**src/rtl/issue_scoreboard_pkg.sv**
```systemverilog
// Shared constants for the issue scoreboard: default sizes, lane limit and
// the register-index width helper used by the top and the lane checker.
package issue_scoreboard_pkg;

    localparam int LAT_MAX_DEFAULT = 4;
    localparam int LANES_MAX       = 4;
    localparam int NREG_DEFAULT    = 32;

    function automatic int idx_width(input int nreg);
        return (nreg > 1) ? $clog2(nreg) : 1;
    endfunction

    localparam int RW_DEFAULT = idx_width(NREG_DEFAULT);

endpackage

```
**src/rtl/issue_scoreboard_lane.sv**
```systemverilog
// Hazard check for one issue lane: busy sources and read-after-write on an
// older lane of the same bundle both block the lane.
module sb_lane_check
    import issue_scoreboard_pkg::*;
#(
    parameter int LANES = 2,
    parameter int NREG  = NREG_DEFAULT,
    parameter int LANE  = 0,
    localparam int RW   = idx_width(NREG)
)(
    input  logic [RW-1:0]       rs_i,
    input  logic [RW-1:0]       rt_i,
    input  logic                rs_use_i,
    input  logic                rt_use_i,
    input  logic [NREG-1:0]     busy_i,
    input  logic [LANES-1:0]    valid_i,
    input  logic [LANES-1:0]    wr_en_i,
    input  logic [LANES*RW-1:0] wr_reg_i,
    output logic                hazard_free_o
);

    logic rs_live;
    logic rt_live;
    logic hazard;

    // Register 0 is never a hazard source, so only nonzero used sources count.
    always_comb begin
        rs_live = rs_use_i && (rs_i != '0);
        rt_live = rt_use_i && (rt_i != '0);
        hazard  = (rs_live && busy_i[rs_i]) || (rt_live && busy_i[rt_i]);
        for (int j = 0; j < LANES_MAX; j++) begin
            if (j < LANE && j < LANES && valid_i[j] && wr_en_i[j]) begin
                if (rs_live && (rs_i == wr_reg_i[j*RW +: RW])) begin
                    hazard = 1'b1;
                end
                if (rt_live && (rt_i == wr_reg_i[j*RW +: RW])) begin
                    hazard = 1'b1;
                end
            end
        end
        hazard_free_o = !hazard;
    end

endmodule

```
**src/rtl/issue_scoreboard.sv**
```systemverilog
// In-order issue scoreboard: per-register latency countdowns, in-order lane
// grants with intra-bundle RAW detection, and a saturating stall counter.
module issue_scoreboard
    import issue_scoreboard_pkg::*;
#(
    parameter int LANES   = 2,
    parameter int NREG    = NREG_DEFAULT,
    parameter int LAT_MAX = LAT_MAX_DEFAULT,
    localparam int RW     = idx_width(NREG),
    localparam int LW     = $clog2(LAT_MAX + 1)
)(
    input  logic                clk,
    input  logic                reset,
    input  logic                flush,
    input  logic [LANES-1:0]    iss_valid,
    input  logic [LANES*RW-1:0] iss_rs,
    input  logic [LANES*RW-1:0] iss_rt,
    input  logic [LANES-1:0]    iss_rs_use,
    input  logic [LANES-1:0]    iss_rt_use,
    input  logic [LANES-1:0]    iss_wr_en,
    input  logic [LANES*RW-1:0] iss_wr_reg,
    input  logic [LANES*LW-1:0] iss_lat,
    output logic [LANES-1:0]    iss_grant,
    output logic                stall,
    output logic [NREG-1:0]     busy,
    output logic [31:0]         stall_cnt
);

    logic [LW-1:0]    cnt_q [NREG];
    logic [LW-1:0]    cnt_d [NREG];
    logic [31:0]      stall_cnt_q;
    logic [31:0]      stall_cnt_d;
    logic [LANES-1:0] hazard_free;
    logic [LW-1:0]    lat_cl [LANES];
    logic             chain;

    for (genvar g = 0; g < LANES; g++) begin : g_lane
        sb_lane_check #(
            .LANES (LANES),
            .NREG  (NREG),
            .LANE  (g)
        ) u_chk (
            .rs_i          (iss_rs[g*RW +: RW]),
            .rt_i          (iss_rt[g*RW +: RW]),
            .rs_use_i      (iss_rs_use[g]),
            .rt_use_i      (iss_rt_use[g]),
            .busy_i        (busy),
            .valid_i       (iss_valid),
            .wr_en_i       (iss_wr_en),
            .wr_reg_i      (iss_wr_reg),
            .hazard_free_o (hazard_free[g])
        );
    end

    always_comb begin
        busy = '0;
        for (int r = 1; r < NREG; r++) begin
            busy[r] = (cnt_q[r] != '0);
        end
    end

    // A lane issues only if every older lane issued too.
    always_comb begin
        iss_grant = '0;
        chain     = 1'b1;
        for (int i = 0; i < LANES; i++) begin
            chain        = chain && iss_valid[i] && hazard_free[i];
            iss_grant[i] = chain;
        end
        if (reset || flush) begin
            iss_grant = '0;
        end
        stall = !(reset || flush) && ((iss_valid & ~iss_grant) != '0);
    end

    always_comb begin
        for (int i = 0; i < LANES; i++) begin
            if (int'(iss_lat[i*LW +: LW]) > LAT_MAX) begin
                lat_cl[i] = LW'(LAT_MAX);
            end else begin
                lat_cl[i] = iss_lat[i*LW +: LW];
            end
        end
    end

    // Later lanes overwrite earlier ones so the youngest writer's latency wins.
    always_comb begin
        for (int r = 0; r < NREG; r++) begin
            cnt_d[r] = (cnt_q[r] != '0) ? cnt_q[r] - LW'(1) : '0;
            for (int i = 0; i < LANES; i++) begin
                if (iss_grant[i] && iss_wr_en[i] && (iss_wr_reg[i*RW +: RW] == RW'(r))) begin
                    cnt_d[r] = lat_cl[i];
                end
            end
            if (flush || (r == 0)) begin
                cnt_d[r] = '0;
            end
        end
        stall_cnt_d = (stall && (stall_cnt_q != '1)) ? stall_cnt_q + 32'd1 : stall_cnt_q;
    end

    always_ff @(posedge clk) begin
        if (reset) begin
            for (int r = 0; r < NREG; r++) begin
                cnt_q[r] <= '0;
            end
            stall_cnt_q <= '0;
        end else begin
            for (int r = 0; r < NREG; r++) begin
                cnt_q[r] <= cnt_d[r];
            end
            stall_cnt_q <= stall_cnt_d;
        end
    end

    assign stall_cnt = stall_cnt_q;

endmodule
```
**config.mk**
```make
export PLATFORM = sky130hd
export DESIGN_NAME = issue_scoreboard
export DESIGN_NICKNAME = d
export VERILOG_FILES = /design/src/rtl/issue_scoreboard_pkg.sv /design/src/rtl/issue_scoreboard_lane.sv /design/src/rtl/issue_scoreboard.sv
export SDC_FILE = /design/constraint.sdc
export NUM_CORES = 1
export LEC_CHECK = 0
export CORE_MARGIN = 3
export CORE_UTILIZATION = 57
export CTS_CLUSTER_DIAMETER = 150
export DETAILED_ROUTE_END_ITERATION = 8
export PLACE_DENSITY_LB_ADDON = 0.05
export SYNTH_ARGS = -nofsm -noshare
export SYNTH_HDL_FRONTEND = slang
export SYNTH_SLANG_ARGS = --single-unit
```
**constraint.sdc**
```tcl
create_clock -name clk -period 4.41 [get_ports clk]
set_input_delay 0.6615 -clock clk [delete_from_list [all_inputs] [get_ports clk]]
set_output_delay 0.6615 -clock clk [all_outputs]
set_load 0.01 [all_outputs]
```
==> results.yml <==
setup_path:
  path_delay_family: "buffers and inverters"
  reg2reg_slack_ns: 0.75
  crit_path_max_incr_delay_ns: 0.60
  path_buf_inv: 3
  crit_type: "primary input to primary output"
  required_ns: 3.75
  crit_chain: "clkdlybuf4s50_1 > buf_4 > mux2_2 > o311ai_0 > or4_1 > a41oi_2 > nand3_1 > nor2_1 > clkdlybuf4s50_1"
  worstReg2RegEnd: "cnt_q[0][30]$_SDFF_PP0_"
  reg2reg_depth: 11
  r2r_start: "cnt_q[0][83]$_SDFF_PP0_"
  cp_max_fo: 21
  arrival_ns: 3.59
  slowest_stage: "clkdlybuf4s50_1"
  cp-start-kind: "primary input"
  cp-end-kind: "primary output"
  crit_path_frequent_cell: "clkdlybuf4s50_1"
layout:
  num_antenna_cells: 0
  multiInputGateArea_mm2: 0.00634
  regArea_mm2: 0.00250
  final_common_cell: "nor2_1"
  nNetsFinal: 1325
  syn_to_final_growth_pct: 23.5
  drive_gt1_share_pct: 14.3
  stdcell_count: 1506
  final_cell_mix: "nor2_1, dfxtp_1, clkdlybuf4s50_1"
  fillCellCount: 1277
cts:
  cts_tree: "done"
  cts_buffers: 17
  cts_sinks: 125
  postCtsSetupBuffers: 0
  postCtsHoldBufs: 0
  clock-root-buffer: "clkbuf_16"
  cts_max_path_buffers: 2
  htree_levels: 4
  clock_insertion_delay_worst_skew_ns: 0.43
  path_clk_slew_ns: 0.07
sta:
  max_freq_mhz: 235
  rsz0062_at_grt: "false"
  min_period_ns: 4.25
  setup_violations: 0
  drv_slew: 0
  hold_viol_final: 0
  tightest_slew_ns: 0.940
  fin_hold_ws_ns: 0.500
  fin_crit_sh_pct: 96.3
  max-slew-margin-rel_pct: 37.2
  finClkSkew_ns: 0.0125
logic_synthesis:
  yosysUniqueCellTypes: 74
  synth_edf_count: 0
  ys.flop_type: "dfxtp_1"
  synth_top_area_share_pct: 26.7
  synth_fp_nets: 1218
  ys_seq_elements: 125
  avgSynthCellArea_um2: 8.00
  ys_seq_area_share_pct: 26.7
  synth_area_leaders: "dfxtp_1, mux2i_1, nor2_1"
  syn-instance-count: 1170
  synth_area_mm2: 0.00937
  ys_warn_count: 0
  synth_top_area_cell: "dfxtp_1"
  async_reset_ff_share_pct: 0
job:
  drv_cap: 0
drt:
  routed.top_layer: "met4"
  dr_total_vias: 10000
  drt_iter0_drc: 1119
  routed_wl_mm: 33.0
  wl_met1_mm: 13.4
  first_pass_iters: 6
  ant_nets: 0
  dr_wl_met2_mm: 14.2
  dr_wl_met3_mm: 3.65
  wl_per_cell_um: 21.9
  drc: 0
  vias_per_cell: 6.64
power_and_ir_drop:
  ir_drop_mv: 0.271
  power_density_mw_per_mm2: 262
  power_uw: 3030
  p_leak_uw: 0.00444
die:
  die_y_um: 134
  core_area_mm2: 0.0160
  die_w_um: 134
  num_rows: 46
  start_util_pct: 58.5
  io_pins: 114
  dieArea_mm2: 0.0180
grt:
  grt_pass1_vias: 9284
  grt_first_pass_wirelength_mm: 51.9
  grt_max_degree: 59
  grt.overflow.total: 0
  grt.total_usage_pct: 36.4
  antenna_found_initial: 0
placed_design:
  dp.cells: 1474
  port_buffers: 112
  gp_congestion: 1.03
  dpl.hpwl_mm: 23.4
hold_path:
  holdPathStages: 2
  hold_path.startpoint: "stall_cnt[10]$_SDFFE_PP0P_"
  min_to: "stall_cnt[10]$_SDFFE_PP0P_"
  hold_class: "flip-flop to flip-flop"
run_status:
  status: "finished, final reports clean"
report_power, final:
part	switching, uW	internal [uW]	total, uW
Sequential	1.80	1130	1130
Combinational	235	118	353
Clock	585	962	1550
tightest hold or removal path, cell delays in order, from the launching register on:
cell and delay, ns:
dfxtp_1 0.33, o31ai_1 0.07, a21oi_1 0.05
Yosys cell counts (all sizes together) (5+ instances only):
master   count
or4         35
a2111oi      6
clkbuf      67
nor3        51
o41ai        6
and3        10
xnor2        6
a31oi        7
nor2b       10
or2          7
or3         25
mux2i       73
o211ai      32
nand3       45
a21oi       34
o311ai      10
nand4       15
inv         47
mux2        32
nor4        50
xor2         6
nand2       90
buf         20
o21ai       55
a211oi      63
dfxtp      125
o211a        5
nand3b      10
nand2b      19
nor3b       10
mux4         8
o31ai        8
o22ai        8
nor2       132
logic make-up after synthesis:
| group | count (synthesis) | share of synthesized area (%) |
|---|---|---|
| buffers and inverters | 137 | 6.07 |
| AND/OR/NAND/NOR | 521 | 33.2 |
| adder cells (fa/ha/maj) | 1 | 0.134 |
| multiplexers | 113 | 13.6 |
| AO/OA/AOI/OAI | 260 | 19.1 |
| XOR/XNOR | 12 | 1.12 |
| other | 1 | 0.0400 |
| flip-flops | 125 | 26.7 |
final cells by class:
type / count / share of cell area (%)
tap: 216 / 2.34
timing repair buffer: 175 / 14.0
clock inverter: 14 / 1.80
multi-input combinational: 908 / 54.9
clock buffer: 18 / 3.71
inverter: 50 / 1.62
sequential: 125 / 21.6
registers in the layout, indices dropped and copies added, names as in the netlist:
name and flops:
cnt_q 93, stall_cnt 32
through the flow:
stage          instance area [um2]  worst slack [ns]  setup TNS [ns]  utilization (%)
2_1_floorplan                 9370              1.05               0                -
3_3_place_gp                 10900            0.0432               0             68.1
3_5_place_dp                 10900          -0.00395        -0.00395             68.1
4_1_cts                      11500             0.100               0             72.1
5_1_grt                      11600           0.00242               0             72.3
6_report                     11600             0.162               0             72.3
how the worst max path moves through the flow:
stage	to	slack, ns	cells after the start	startpoint
floorplan	iss_grant[0]	1.05	10	iss_rt[1]
global placement	stall	0.04	10	iss_rt[1]
detailed placement	stall	-0.004	10	iss_rt[1]
CTS	stall	0.1	10	iss_rt[1]
global route	stall	0.002	10	iss_rs[0]
finish	iss_grant[1]	0.16	9	iss_rt[7]
metal layers:
layer  GRT usage [%]  vias up
li1                -     4621
met1            49.0     4614
met2            54.2      652
met3            8.29      120
met4            19.6        0
met5               0        -
repair_timing:
action | CTS | global route
setup endpoints to repair | 1 | 2
resized for setup | 1 | 6
pin swaps | 0 | 0
Note: power is estimated with default switching activity, not from simulation.
